### src/rtl/arm_multicycle_ctrl_if.sv
// Controller <-> instruction register / datapath signal bundle.
// master = control unit, slave = datapath side.
interface arm_multicycle_ctrl_if;
    logic [3:0] Cond;
    logic [1:0] Op;
    logic [5:0] Funct;
    logic [3:0] Rd;
    logic [3:0] ALUFlags;
    logic       PCWrite, MemWrite, RegWrite, IRWrite;
    logic       AdrSrc, ALUSrcA;
    logic [1:0] ALUSrcB, ResultSrc, ImmSrc, RegSrc;
    logic [2:0] ALUControl;
    logic [3:0] Flags;
    logic [3:0] State;

    modport master (
        input  Cond, Op, Funct, Rd, ALUFlags,
        output PCWrite, MemWrite, RegWrite, IRWrite, AdrSrc, ALUSrcA,
               ALUSrcB, ResultSrc, ImmSrc, RegSrc, ALUControl, Flags, State
    );
    modport slave (
        output Cond, Op, Funct, Rd, ALUFlags,
        input  PCWrite, MemWrite, RegWrite, IRWrite, AdrSrc, ALUSrcA,
               ALUSrcB, ResultSrc, ImmSrc, RegSrc, ALUControl, Flags, State
    );
endinterface

### src/rtl/arm_multicycle_ctrl.sv
// Multicycle ARM-subset control FSM: sequences fetch/decode/execute/memory/writeback,
// owns the NZCV register and evaluates the condition field.
module arm_multicycle_ctrl #(
    parameter bit         EXT_OPS     = 1'b1,
    parameter logic [3:0] RESET_FLAGS = 4'b0000
) (
    input  logic                  clk,
    input  logic                  reset_n,
    arm_multicycle_ctrl_if.master bus
);
    typedef enum logic [3:0] {
        FETCH = 4'd0, DECODE = 4'd1, MEMADR = 4'd2, MEMRD = 4'd3, MEMWB = 4'd4,
        MEMWR = 4'd5, EXECUTER = 4'd6, EXECUTEI = 4'd7, ALUWB = 4'd8, BRANCH = 4'd9
    } state_t;

    localparam logic [2:0] ALU_ADD = 3'b000, ALU_SUB = 3'b001, ALU_AND = 3'b010,
                           ALU_ORR = 3'b011, ALU_EOR = 3'b100;

    state_t     state, state_nx;
    logic [3:0] flags;
    logic       n, z, c, v;
    logic       condex_live, condex_q, condex;
    logic       dp_ok, nowrite, cv_upd;
    logic [2:0] dp_ctl;
    logic       pcw, regw, memw, irw, wb;

    assign {n, z, c, v} = flags;

    always_comb begin
        case (bus.Cond)
            4'b0000: condex_live = z;
            4'b0001: condex_live = ~z;
            4'b0010: condex_live = c;
            4'b0011: condex_live = ~c;
            4'b0100: condex_live = n;
            4'b0101: condex_live = ~n;
            4'b0110: condex_live = v;
            4'b0111: condex_live = ~v;
            4'b1000: condex_live = c & ~z;
            4'b1001: condex_live = ~c | z;
            4'b1010: condex_live = (n == v);
            4'b1011: condex_live = (n != v);
            4'b1100: condex_live = ~z & (n == v);
            4'b1101: condex_live = z | (n != v);
            4'b1110: condex_live = 1'b1;
            default: condex_live = 1'b0;
        endcase
    end

    // ALUWB sees flags already updated by its own EXECUTE, so it uses the
    // condition result captured during EXECUTE instead.
    assign condex = (state == ALUWB) ? condex_q : condex_live;

    always_comb begin
        dp_ok   = 1'b1;
        dp_ctl  = ALU_ADD;
        nowrite = 1'b0;
        cv_upd  = 1'b0;
        case (bus.Funct[4:1])
            4'b0100: begin dp_ctl = ALU_ADD; cv_upd = 1'b1; end
            4'b0010: begin dp_ctl = ALU_SUB; cv_upd = 1'b1; end
            4'b0000: dp_ctl = ALU_AND;
            4'b1100: dp_ctl = ALU_ORR;
            4'b0001: if (EXT_OPS) dp_ctl = ALU_EOR; else dp_ok = 1'b0;
            4'b1010: if (EXT_OPS) begin dp_ctl = ALU_SUB; nowrite = 1'b1; cv_upd = 1'b1; end
                     else dp_ok = 1'b0;
            4'b1000: if (EXT_OPS) begin dp_ctl = ALU_AND; nowrite = 1'b1; end
                     else dp_ok = 1'b0;
            4'b1011: if (EXT_OPS) begin dp_ctl = ALU_ADD; nowrite = 1'b1; cv_upd = 1'b1; end
                     else dp_ok = 1'b0;
            default: dp_ok = 1'b0;
        endcase
        if (!dp_ok) begin
            dp_ctl  = ALU_ADD;
            nowrite = 1'b1;
            cv_upd  = 1'b0;
        end
        // Memory writeback shares the rule but has no NoWrite notion.
        if (bus.Op != 2'b00) nowrite = 1'b0;
    end

    always_ff @(posedge clk) begin
        if (!reset_n) state <= FETCH;
        else          state <= state_nx;
    end

    always_ff @(posedge clk) begin
        if (!reset_n) begin
            flags    <= RESET_FLAGS;
            condex_q <= 1'b0;
        end else begin
            condex_q <= condex_live;
            if ((state == EXECUTER || state == EXECUTEI) && condex_live && bus.Funct[0] && dp_ok) begin
                flags[3:2] <= bus.ALUFlags[3:2];
                if (cv_upd) flags[1:0] <= bus.ALUFlags[1:0];
            end
        end
    end

    always_comb begin
        state_nx       = FETCH;
        pcw            = 1'b0;
        regw           = 1'b0;
        memw           = 1'b0;
        irw            = 1'b0;
        wb             = 1'b0;
        bus.AdrSrc     = 1'b0;
        bus.ALUSrcA    = 1'b0;
        bus.ALUSrcB    = 2'b00;
        bus.ResultSrc  = 2'b00;
        bus.ALUControl = ALU_ADD;
        case (state)
            FETCH: begin
                state_nx      = DECODE;
                irw           = 1'b1;
                pcw           = 1'b1;
                bus.ALUSrcA   = 1'b1;
                bus.ALUSrcB   = 2'b10;
                bus.ResultSrc = 2'b10;
            end
            DECODE: begin
                case (bus.Op)
                    2'b00:   state_nx = bus.Funct[5] ? EXECUTEI : EXECUTER;
                    2'b01:   state_nx = MEMADR;
                    2'b10:   state_nx = BRANCH;
                    default: state_nx = FETCH;
                endcase
                bus.ALUSrcA   = 1'b1;
                bus.ALUSrcB   = 2'b10;
                bus.ResultSrc = 2'b10;
            end
            MEMADR: begin
                state_nx    = bus.Funct[0] ? MEMRD : MEMWR;
                bus.ALUSrcB = 2'b01;
            end
            MEMRD: begin
                state_nx   = MEMWB;
                bus.AdrSrc = 1'b1;
            end
            MEMWR: begin
                bus.AdrSrc = 1'b1;
                memw       = condex;
            end
            MEMWB: begin
                bus.ResultSrc = 2'b01;
                wb            = 1'b1;
            end
            EXECUTER: begin
                state_nx       = ALUWB;
                bus.ALUControl = dp_ctl;
            end
            EXECUTEI: begin
                state_nx       = ALUWB;
                bus.ALUSrcB    = 2'b01;
                bus.ALUControl = dp_ctl;
            end
            ALUWB: wb = 1'b1;
            BRANCH: begin
                bus.ALUSrcB   = 2'b01;
                bus.ResultSrc = 2'b10;
                pcw           = condex;
            end
            default: state_nx = FETCH;
        endcase
        if (wb) begin
            if (bus.Rd == 4'hF) pcw  = condex;
            else                regw = condex & ~nowrite;
        end
    end

    // Enables are forced low while reset is held so an aborted instruction never writes.
    assign bus.PCWrite  = pcw  & reset_n;
    assign bus.RegWrite = regw & reset_n;
    assign bus.MemWrite = memw & reset_n;
    assign bus.IRWrite  = irw  & reset_n;
    assign bus.ImmSrc   = bus.Op;
    assign bus.RegSrc   = {bus.Op == 2'b01, bus.Op == 2'b10};
    assign bus.Flags    = flags;
    assign bus.State    = state;
endmodule

### src/flat_wrapper.sv
// flat-port wrapper written by rule: the top's interface ports become plain ports
module arm_multicycle_ctrl_flat 
#(
    parameter bit         EXT_OPS     = 1'b1,
    parameter logic [3:0] RESET_FLAGS = 4'b0000
)
  (clk, reset_n, bus_Cond, bus_Op, bus_Funct, bus_Rd, bus_ALUFlags, bus_PCWrite, bus_MemWrite, bus_RegWrite, bus_IRWrite, bus_AdrSrc, bus_ALUSrcA, bus_ALUSrcB, bus_ResultSrc, bus_ImmSrc, bus_RegSrc, bus_ALUControl, bus_Flags, bus_State);
  arm_multicycle_ctrl_if bus_i ();
  input  logic clk;
  input  logic reset_n;
  input wire logic [$bits(bus_i.Cond)-1:0] bus_Cond;
  input wire logic [$bits(bus_i.Op)-1:0] bus_Op;
  input wire logic [$bits(bus_i.Funct)-1:0] bus_Funct;
  input wire logic [$bits(bus_i.Rd)-1:0] bus_Rd;
  input wire logic [$bits(bus_i.ALUFlags)-1:0] bus_ALUFlags;
  output wire logic [$bits(bus_i.PCWrite)-1:0] bus_PCWrite;
  output wire logic [$bits(bus_i.MemWrite)-1:0] bus_MemWrite;
  output wire logic [$bits(bus_i.RegWrite)-1:0] bus_RegWrite;
  output wire logic [$bits(bus_i.IRWrite)-1:0] bus_IRWrite;
  output wire logic [$bits(bus_i.AdrSrc)-1:0] bus_AdrSrc;
  output wire logic [$bits(bus_i.ALUSrcA)-1:0] bus_ALUSrcA;
  output wire logic [$bits(bus_i.ALUSrcB)-1:0] bus_ALUSrcB;
  output wire logic [$bits(bus_i.ResultSrc)-1:0] bus_ResultSrc;
  output wire logic [$bits(bus_i.ImmSrc)-1:0] bus_ImmSrc;
  output wire logic [$bits(bus_i.RegSrc)-1:0] bus_RegSrc;
  output wire logic [$bits(bus_i.ALUControl)-1:0] bus_ALUControl;
  output wire logic [$bits(bus_i.Flags)-1:0] bus_Flags;
  output wire logic [$bits(bus_i.State)-1:0] bus_State;
  assign bus_i.Cond = bus_Cond;
  assign bus_i.Op = bus_Op;
  assign bus_i.Funct = bus_Funct;
  assign bus_i.Rd = bus_Rd;
  assign bus_i.ALUFlags = bus_ALUFlags;
  assign bus_PCWrite = bus_i.PCWrite;
  assign bus_MemWrite = bus_i.MemWrite;
  assign bus_RegWrite = bus_i.RegWrite;
  assign bus_IRWrite = bus_i.IRWrite;
  assign bus_AdrSrc = bus_i.AdrSrc;
  assign bus_ALUSrcA = bus_i.ALUSrcA;
  assign bus_ALUSrcB = bus_i.ALUSrcB;
  assign bus_ResultSrc = bus_i.ResultSrc;
  assign bus_ImmSrc = bus_i.ImmSrc;
  assign bus_RegSrc = bus_i.RegSrc;
  assign bus_ALUControl = bus_i.ALUControl;
  assign bus_Flags = bus_i.Flags;
  assign bus_State = bus_i.State;
  arm_multicycle_ctrl #(.EXT_OPS(EXT_OPS), .RESET_FLAGS(RESET_FLAGS)) u_core (.clk(clk), .reset_n(reset_n), .bus(bus_i));
endmodule
### config.mk
export PLATFORM = sky130hd
export DESIGN_NAME = arm_multicycle_ctrl_flat
export DESIGN_NICKNAME = d
export VERILOG_FILES = /design/src/rtl/arm_multicycle_ctrl_if.sv /design/src/rtl/arm_multicycle_ctrl.sv /design/src/flat_wrapper.sv
export SDC_FILE = /design/constraint.sdc
export NUM_CORES = 1
export LEC_CHECK = 0
export BUFFER_PORTS_ARGS = -buffer_cell sky130_fd_sc_hd__buf_2
export CAP_MARGIN = 20
export CORE_MARGIN = 2
export CORE_UTILIZATION = 40
export DETAILED_ROUTE_END_ITERATION = 6
export GPL_TIMING_DRIVEN = 0
export PLACE_DENSITY_LB_ADDON = 0.15
export SKIP_LAST_GASP = 1
export SYNTH_ARGS = -nofsm -noshare
export SYNTH_HDL_FRONTEND = slang
export SYNTH_SLANG_ARGS = --single-unit
### constraint.sdc
create_clock -name clk -period 2.38 [get_ports clk]
set_input_delay 0.595 -clock clk [delete_from_list [all_inputs] [get_ports clk]]
set_output_delay 0.595 -clock clk [all_outputs]
set_load 0.03 [all_outputs]
==> metrics, run 1 <==
placement row count 17; min-delay src u_core.bus.Flags[2]$_SDFFE_PN0P_; Post-synth top flop dfxtp_1; count leader, synth nand2_1; final WL 2850 um; CP max stage cell a2111oi_4; Buf+Inv Stages, Crit Path 3; Mean Syn Cell Area 7.30 um2; clk slew on worst S/H paths 0.06 ns; crit start category input port; synth cell count leaders nand2_1 (19), nor2_1 (12), dfxtp_1 (9), nor3_1 (9), inv_1 (7); number of warning messages in the yosys log 0; clk sinks 9; Inserted Diodes 0; post-route ant nets 0; cell taking the most area after synthesis dfxtp_1; Design Area, Final 1480 um2; IO Port Bufs 45; Register-to-Register Path Depth 12; VDD IR max 0.000329 V; worst setup path class input port to primary output; leakage power 0.646 nW; DP HPWL 1990 um; Crit path largest cell delay 0.29 ns; crit-path max FO 7; multi-input logic area 793 um2; Clk Latency, worst-skew pair 0.26 ns; Seq. cell area 184 um2; PwrDens 352 nW/um2; synth top area cells dfxtp_1 (19%), nand2_1 (7.6%), mux2i_1 (5.4%); MaxCap Viol Count 0; Crit path depth 8; Post-synth EDFFs 0; Critical path origin bus_Cond[0]; Final setup viols 3; fin. max-slew vios 0; CP arrival 2.05 ns; Detailed Route Iter0 Violations 23; first-pass GRT wire length 4710 um; Fin. Hold Viols 0; Top-Level Pins 47; final setup margin -0.264 ns; Die X-Extent 52.3 um; Core Box Area 2210 um2; r2r setup slk 0.08 ns; placed insts 201; DIE HEIGHT 52.3 um; Post-DP Area 1240 um2; vias in the first global route 1120; Final Instance Count excl. Fillers 217; worst-margin pin slew 0.493 ns; via/cell ratio 5.33; CTS Root Cell clkbuf_4; Post-Synthesis Cells 128; Synth async-reset ratio 0%; crit path capture type primary output; hold buffers post-CTS 0; maximum count of clock buffers along a single path 2; nets 212; Synth-to-Final Area Change 58.5%; number of CTS-inserted buffers 3; # DRC 0; worst reg2reg path endpoint u_core.bus.Flags[0]$_SDFFE_PN0P_; final hold slack 0.546 ns; RSZ-0062 raised after global routing yes; initial antenna violation count 0; share of cells above drive strength 1 47.1%; CP top delay family compound AO/OA/AOI/OAI gates; gr usage total 22.5%; Die ar. 2740 um2; largest net degree at the start of global routing 11; skew final 0.00423 ns; WL/cell 13.2 um; vias 1157; synthesized area 935 um2; # H-tree levels 1; Final Wtd Congestion 0.828; Syn Nets 150; total congestion overflow 0; number of fill cells 200; Highest Clock Rate 378 MHz; 1st-pass router iterations 4; failing checks negative setup slack; Tmin final 2.64 ns; CTS tree built; Worst Setup EP bus_RegWrite; post-layout util 67.0%; reg-to-reg startpoint u_core.bus.Flags[3]$_SDFFE_PN0P_; worst rel slew slack 67.2%; Starting Density 42.3%; #FFs+latches synth 9; Cell variety after synth 44; outcome finished with violations; post-synthesis sequential area ratio 19.3%; area fraction of the dominant cell type after synthesis 19.3%; min-delay worst type flop to flop; worst path cell trace buf_6, buf_8, xor2_1, a21oi_1, o31a_1, and3_4, a2111oi_4, buf_4; WP data required 1.78 ns; fin crit share 111%
[cell type report]
cell class | count | area share (%)
timing repair buffer | 58 | 23.9
buffer | 8 | 4.22
sequential | 9 | 12.4
tap | 28 | 2.36
multi-input combinational | 103 | 53.5
inverter | 7 | 1.77
clock buffer | 4 | 1.77
[per-layer routing]
layer / up-vias / wire [um] / track usage (%)
li1: 584 / - / -
met4: 0 / 12 / 5.98
met2: 45 / 1390 / 37.9
met3: 2 / 157 / 2.86
met1: 526 / 1290 / 29.9
met5: - / 0 / 0
[layout by cell type, fill, tap and decap left out, drive strengths merged, types with 2 or more instances in the layout]
cell type / instances
xnor2: 2
a21oi: 6
nor2b: 3
nand2: 19
dfxtp: 9
nor3b: 2
inv: 7
and3: 2
nand2b: 5
nand3: 2
mux2i: 5
nor2: 12
a2111oi: 2
a31oi: 3
clkbuf: 8
o21ai: 5
nor3: 9
a211oi: 2
buf: 62
xor2: 4
[sequential cells by signal (all words and copies together), names as in the netlist]
register and cells:
u_core.bus.State 4, u_core.bus.Flags 4, u_core.condex_q 1
[cells by family (layout without fill, tap and decap cells)]
logic type / count (synthesis) / count (layout) / share of synthesized area [%]
DFF: 9 / 9 / 19.3
and+or+nand+nor: 64 / 64 / 36.3
muxes: 5 / 5 / 5.35
buffers and inverters: 16 / 77 / 8.83
AOI/OAI and AO/OA: 28 / 28 / 24.6
xor gates and xnor gates: 6 / 6 / 5.62
[tightest hold or removal path, cell delays in order, from the launching register on]
cell and delay, ns:
dfxtp_2 0.38, nand2_1 0.07, mux2i_1 0.06
[power breakdown]
part           switching, mW  internal (mW)
clock                 0.0547         0.0647
sequential           0.00627          0.157
combinational          0.144         0.0944
total                  0.205          0.316
[per-stage QoR]
stage,setup slack (ns),TNS [ns],power [mW]
after floorplan,-0.185,-0.440,0.311
final,-0.264,-0.698,0.521
after global routing,-0.332,-0.953,0.552
after global placement,-0.287,-0.783,0.368
after CTS,-0.198,-0.655,0.514
after detailed placement,-0.291,-0.812,0.373
[repair_timing]
item | 4_1_cts | 5_1_grt
endpoints found under the setup margin | 3 | 10
gates cloned | 0 | 0
buffers inserted | 12 | 1
pin swaps | 7 | 3
resized for setup | 15 | 12
[worst min path at each step]
stage	to	slack, ns	cells after the start
5_1_grt	u_core.bus.Flags[2]$_SDFFE_PN0P_	0.57	2
2_1_floorplan	u_core.bus.Flags[1]$_SDFFE_PN0P_	0.62	2
4_1_cts	u_core.bus.Flags[3]$_SDFFE_PN0P_	0.51	2
6_report	u_core.bus.Flags[2]$_SDFFE_PN0P_	0.55	2
3_5_place_dp	u_core.bus.Flags[0]$_SDFFE_PN0P_	0.54	2
3_3_place_gp	u_core.bus.Flags[1]$_SDFFE_PN0P_	0.51	2
Power figures use the tool's default switching activity.
==> inputs of run 2 (changes only) <==
SKIP_CTS_REPAIR_TIMING = 1   (was not set)
==> metrics, run 2 (synthesis results as in run 1) <==
Inserted Diodes 0 (unchanged); DIE HEIGHT 52.3 um (unchanged); fin. max-slew vios 0 (unchanged); share of cells above drive strength 1 43.5% (was 47.1%); Starting Density 42.3% (unchanged); fin crit share 112% (was 111%); via/cell ratio 5.37 (was 5.33); worst rel slew slack 67.1% (was 67.2%); largest net degree at the start of global routing 11 (unchanged); 1st-pass router iterations 5 (was 4); Clk Latency, worst-skew pair 0.26 ns (about the same); CTS Root Cell clkbuf_4 (unchanged); Fin. Hold Viols 0 (unchanged); Final Wtd Congestion 0.828 (unchanged); initial antenna violation count 0 (unchanged); # DRC 0 (unchanged); Highest Clock Rate 376 MHz (was 378 MHz); crit path capture type primary output (unchanged); vias in the first global route 1007 (was 1120); DP HPWL 1990 um (unchanged); final WL 2710 um (was 2850 um); post-route ant nets 0 (unchanged); placement row count 17 (unchanged); failing checks negative setup slack (unchanged); clk sinks 9 (unchanged); skew final 0.00433 ns (was 0.00423 ns); Detailed Route Iter0 Violations 35 (was 23); CP arrival 2.06 ns (was 2.05 ns); Die X-Extent 52.3 um (unchanged); Tmin final 2.66 ns (was 2.64 ns); crit start category input port (unchanged); # H-tree levels 1 (unchanged); Top-Level Pins 47 (unchanged); WP data required 1.78 ns (about the same); MaxCap Viol Count 0 (unchanged); IO Port Bufs 45 (unchanged); clk slew on worst S/H paths 0.06 ns (about the same); WL/cell 12.8 um (was 13.2 um); number of fill cells 201 (was 200); vias 1138 (was 1157); number of CTS-inserted buffers 3 (unchanged); Synth-to-Final Area Change 54.4% (was 58.5%); Seq. cell area 183 um2 (was 184 um2); most common cell after layout, fill and taps aside buf_2 (unchanged); first-pass GRT wire length 4220 um (was 4710 um); min-delay worst type flop to flop (unchanged); leakage power 0.636 nW (was 0.646 nW); CTS tree built (unchanged); final setup margin -0.277 ns (was -0.264 ns); VDD IR max 0.000323 V (was 0.000329 V); post-layout util 65.2% (was 67.0%); maximum count of clock buffers along a single path 2 (unchanged); nets 207 (was 212); Core Box Area 2210 um2 (unchanged); multi-input logic area 771 um2 (was 793 um2); PwrDens 360 nW/um2 (was 352 nW/um2); worst-margin pin slew 0.494 ns (was 0.493 ns); worst setup path class input port to primary output (unchanged); RSZ-0062 raised after global routing yes (unchanged); gr usage total 20.2% (was 22.5%); most frequent cells in the layout buf_2 (40), nand2_1 (19), nor2_1 (12) (was buf_2 (40), nand2_1 (18), buf_4 (16)); Die ar. 2740 um2 (unchanged); Setup TNS -0.780 ns (was -0.698 ns); Final setup viols 3 (unchanged); crit-path max FO 6 (was 7); outcome finished with violations (unchanged); total congestion overflow 0 (unchanged)
==> run 2: final cells by class <==
| class | instances | area share [%] |
|---|---|---|
| Multi-Input combinational cell | 103 | 53.4 |
| Tap cell | 28 | 2.43 |
| Timing Repair Buffer | 53 | 23.5 |
| Buffer | 8 | 4.34 |
| Inverter | 7 | 1.82 |
| Clock buffer | 4 | 1.82 |
| Sequential cell | 9 | 12.7 |
==> run 2: report_power, final <==
part	internal (mW)	total (mW)	switching [mW]
Sequential	0.157	0.163	0.00609
Clock	0.0646	0.118	0.0538
Combinational	0.0966	0.238	0.142
Total	0.318	0.519	0.201
==> run 2: worst paths after layout <==
| check | from | end | slack (ns) | cells past startpoint |
|---|---|---|---|---|
| hold / removal | u_core.bus.Flags[3]$_SDFFE_PN0P_ | u_core.bus.Flags[3]$_SDFFE_PN0P_ | 0.54 | 2 |
| hold reg to reg | u_core.bus.Flags[3]$_SDFFE_PN0P_ | u_core.bus.Flags[3]$_SDFFE_PN0P_ | 0.54 | 2 |
| setup reg to reg | u_core.bus.Flags[0]$_SDFFE_PN0P_ | u_core.bus.Flags[3]$_SDFFE_PN0P_ | 0.63 | 6 |
| setup / recovery | bus_Cond[3] | bus_RegWrite | -0.28 | 7 |
==> run 2: worst max-delay path: stages <==
cell and delay [ns]:
buf_12 0.11, and2_4 0.17, nor4b_4 0.31, o311ai_4 0.14, and3_4 0.24, a2111oi_4 0.29
buf_4 0.21
==> run 2: through the flow <==
step                total power, mW  instance area (um2)  setup slack, ns  hold WS [ns]  cells
floorplan                     0.311                  985           -0.185         0.619    128
global placement              0.368                 1240           -0.287         0.515    201
detailed placement            0.373                 1240           -0.291         0.535    201
CTS                           0.493                 1270           -0.303         0.543    205
global route                  0.551                 1440           -0.315         0.574    212
finish                        0.519                 1440           -0.277         0.538    212
==> run 2: layer usage <==
layer	up-vias	routed length, um	GRT usage (%)	share of wire [%]
met3	7	177	3.43	6.5
met4	0	52	6.84	1.9
met5	-	0	0	0
met2	46	1240	31.3	46
met1	509	1250	28.2	46
li1	576	-	-	-
==> inputs of run 3 (changes only) <==
==> constraint.sdc (replaced) <==
create_clock -name clk -period 2.38 [get_ports clk]
set_input_delay 0.238 -clock clk [delete_from_list [all_inputs] [get_ports clk]]
set_output_delay 0.238 -clock clk [all_outputs]
set_load 0.03 [all_outputs]
==> metrics, run 3 (synthesis results as in run 1) <==
worst setup path class flop to primary output (was input port to primary output); CTS Root Cell clkbuf_4 (unchanged); final hold slack 0.213 ns (was 0.538 ns); placed insts 201 (unchanged); number of CTS-inserted buffers 3 (unchanged); Clk Latency, worst-skew pair 0.26 ns (about the same); Register-to-Register Path Depth 5 (was 6); crit start category flop (was input port); Highest Clock Rate 446 MHz (was 376 MHz); clk slew on worst S/H paths 0.06 ns (about the same); Synth-to-Final Area Change 31.5% (was 54.4%); CP arrival 2.01 ns (was 2.06 ns); Int Pwr 292 uW (was 318 uW); final WL 2400 um (was 2710 um); DP HPWL 1890 um (was 1990 um); Top-Level Pins 47 (unchanged); Detailed Route Iter0 Violations 12 (was 35); WL/cell 11.7 um (was 12.8 um); Final Instance Count excl. Fillers 205 (was 212); CTS tree built (unchanged); post-layout util 55.5% (was 65.2%); min-delay src bus_ALUFlags[0] (was u_core.bus.Flags[3]$_SDFFE_PN0P_); RSZ-0062 raised after global routing no (was yes); Starting Density 42.3% (unchanged); combinational fraction of design power 41.2% (was 45.9%); Final Wtd Congestion 0.861 (was 0.828); Worst Hold Depth 3 (was 2); sequential power share 33.5% (was 31.3%); most common cell after layout, fill and taps aside buf_2 (unchanged); Post-DP Area 1200 um2 (was 1240 um2); total congestion overflow 0 (unchanged); number of fill cells 245 (was 201); nets 200 (was 207); worst rel slew slack 69.6% (was 67.1%); Core Box Area 2210 um2 (unchanged); hold endpoint u_core.bus.Flags[0]$_SDFFE_PN0P_ (was u_core.bus.Flags[3]$_SDFFE_PN0P_); multi-input logic area 679 um2 (was 771 um2); # H-tree levels 1 (unchanged); # DRC 0 (unchanged); worst reg2reg path endpoint u_core.bus.Flags[1]$_SDFFE_PN0P_ (was u_core.bus.Flags[3]$_SDFFE_PN0P_); fin. max-slew vios 0 (unchanged); sw frac 39.5% (was 38.8%); Clk pwr share 25.3% (was 22.8%); Die X-Extent 52.3 um (unchanged); first-pass GRT wire length 3910 um (was 4220 um); 1st-pass router iterations 4 (was 5); most frequent cells in the layout buf_2 (45), nand2_1 (19), nor2_1 (12) (was buf_2 (40), nand2_1 (19), nor2_1 (12)); dpl ws 0.399 ns (was -0.291 ns); vias 1030 (was 1138); Die ar. 2740 um2 (unchanged); Fin. Hold Viols 0 (unchanged); outcome finished clean (was finished with violations); post-route ant nets 0 (unchanged); share of cells above drive strength 1 34.5% (was 43.5%); via/cell ratio 5.02 (was 5.37); r2r setup slk 0.75 ns (was 0.63 ns); Inserted Diodes 0 (unchanged); gr usage total 18.5% (was 20.2%); Design Power 483 uW (was 519 uW); crit path capture type primary output (unchanged); fin crit share 94.3% (was 112%); maximum count of clock buffers along a single path 2 (unchanged); NetSw 191 uW (was 201 uW); Setup TNS 0 ns (was -0.780 ns); clk sinks 9 (unchanged); reg-to-reg startpoint u_core.bus.Flags[3]$_SDFFE_PN0P_ (was u_core.bus.Flags[0]$_SDFFE_PN0P_); worst-margin pin slew 0.456 ns (was 0.494 ns); min-delay worst type input port to flop (was flop to flop); final setup margin 0.136 ns (was -0.277 ns); placement row count 17 (unchanged); crit-path max FO 7 (was 6); MaxCap Viol Count 0 (unchanged); PwrDens 393 nW/um2 (was 360 nW/um2); leakage power 0.550 nW (was 0.636 nW); Final setup viols 0 (was 3); Tmin final 2.24 ns (was 2.66 ns); WP data required 2.14 ns (was 1.78 ns); vias in the first global route 925 (was 1007); skew final 0.00111 ns (was 0.00433 ns); Seq. cell area 180 um2 (was 183 um2); Design Area, Final 1230 um2 (was 1440 um2); largest net degree at the start of global routing 11 (unchanged); initial antenna violation count 0 (unchanged); IO Port Bufs 45 (unchanged); DIE HEIGHT 52.3 um (unchanged); VDD IR max 0.000331 V (was 0.000323 V)
-- run 3: changes by cell type in the layout (fill, tap and decap cells not counted), sizes merged --
cell	before	now
buf	56	50
clkbuf	9	8
-- run 3: cell type report --
cell class,count,share of cell area [%]
plain buffers,9,4.58
clock buffers,4,2.14
inverters,7,2.14
multi-input cells,103,55.3
flip-flops and latches,9,14.7
well taps,28,2.85
repair buffers,45,18.3
-- run 3: worst max-delay path by stage --
| stage | startpoint | to | cells after the start |
|---|---|---|---|
| 6_report | u_core.bus.Flags[3]$_SDFFE_PN0P_ | bus_RegWrite | 6 |
| 4_1_cts | u_core.bus.Flags[3]$_SDFFE_PN0P_ | bus_RegWrite | 6 |
| 5_1_grt | u_core.bus.State[3]$_SDFF_PN0_ | bus_RegWrite | 6 |
| 3_3_place_gp | bus_Cond[0] | bus_RegWrite | 8 |
| 3_5_place_dp | bus_Cond[3] | bus_RegWrite | 7 |
| 2_1_floorplan | u_core.bus.State[3]$_SDFF_PN0_ | bus_ALUControl[1] | 4 |
-- run 3: critical path: stages, from the launching register on --
cell and delay [ns]:
dfxtp_1 0.45, xor2_1 0.21, and3_1 0.20, o311ai_2 0.13
and3_4 0.23, a2111oi_4 0.29, buf_2 0.25
-- run 3: power by group through the flow --
| stage | Combinational [mW] | Clock [mW] | Sequential (mW) |
|---|---|---|---|
| floorplan | 0.130 | 0 | 0.173 |
| global placement | 0.196 | 0 | 0.164 |
| detailed placement | 0.198 | 0 | 0.165 |
| CTS | 0.199 | 0.127 | 0.162 |
| global route | 0.217 | 0.136 | 0.162 |
| finish | 0.199 | 0.122 | 0.162 |
-- run 3: per-layer routing --
layer | global-route usage [%] | vias to the layer above | wire length, um
li1 | - | 556 | -
met1 | 26.2 | 442 | 1200
met2 | 28.7 | 28 | 1060
met3 | 1.43 | 4 | 104
met4 | 7.69 | 0 | 38
met5 | 0 | - | 0
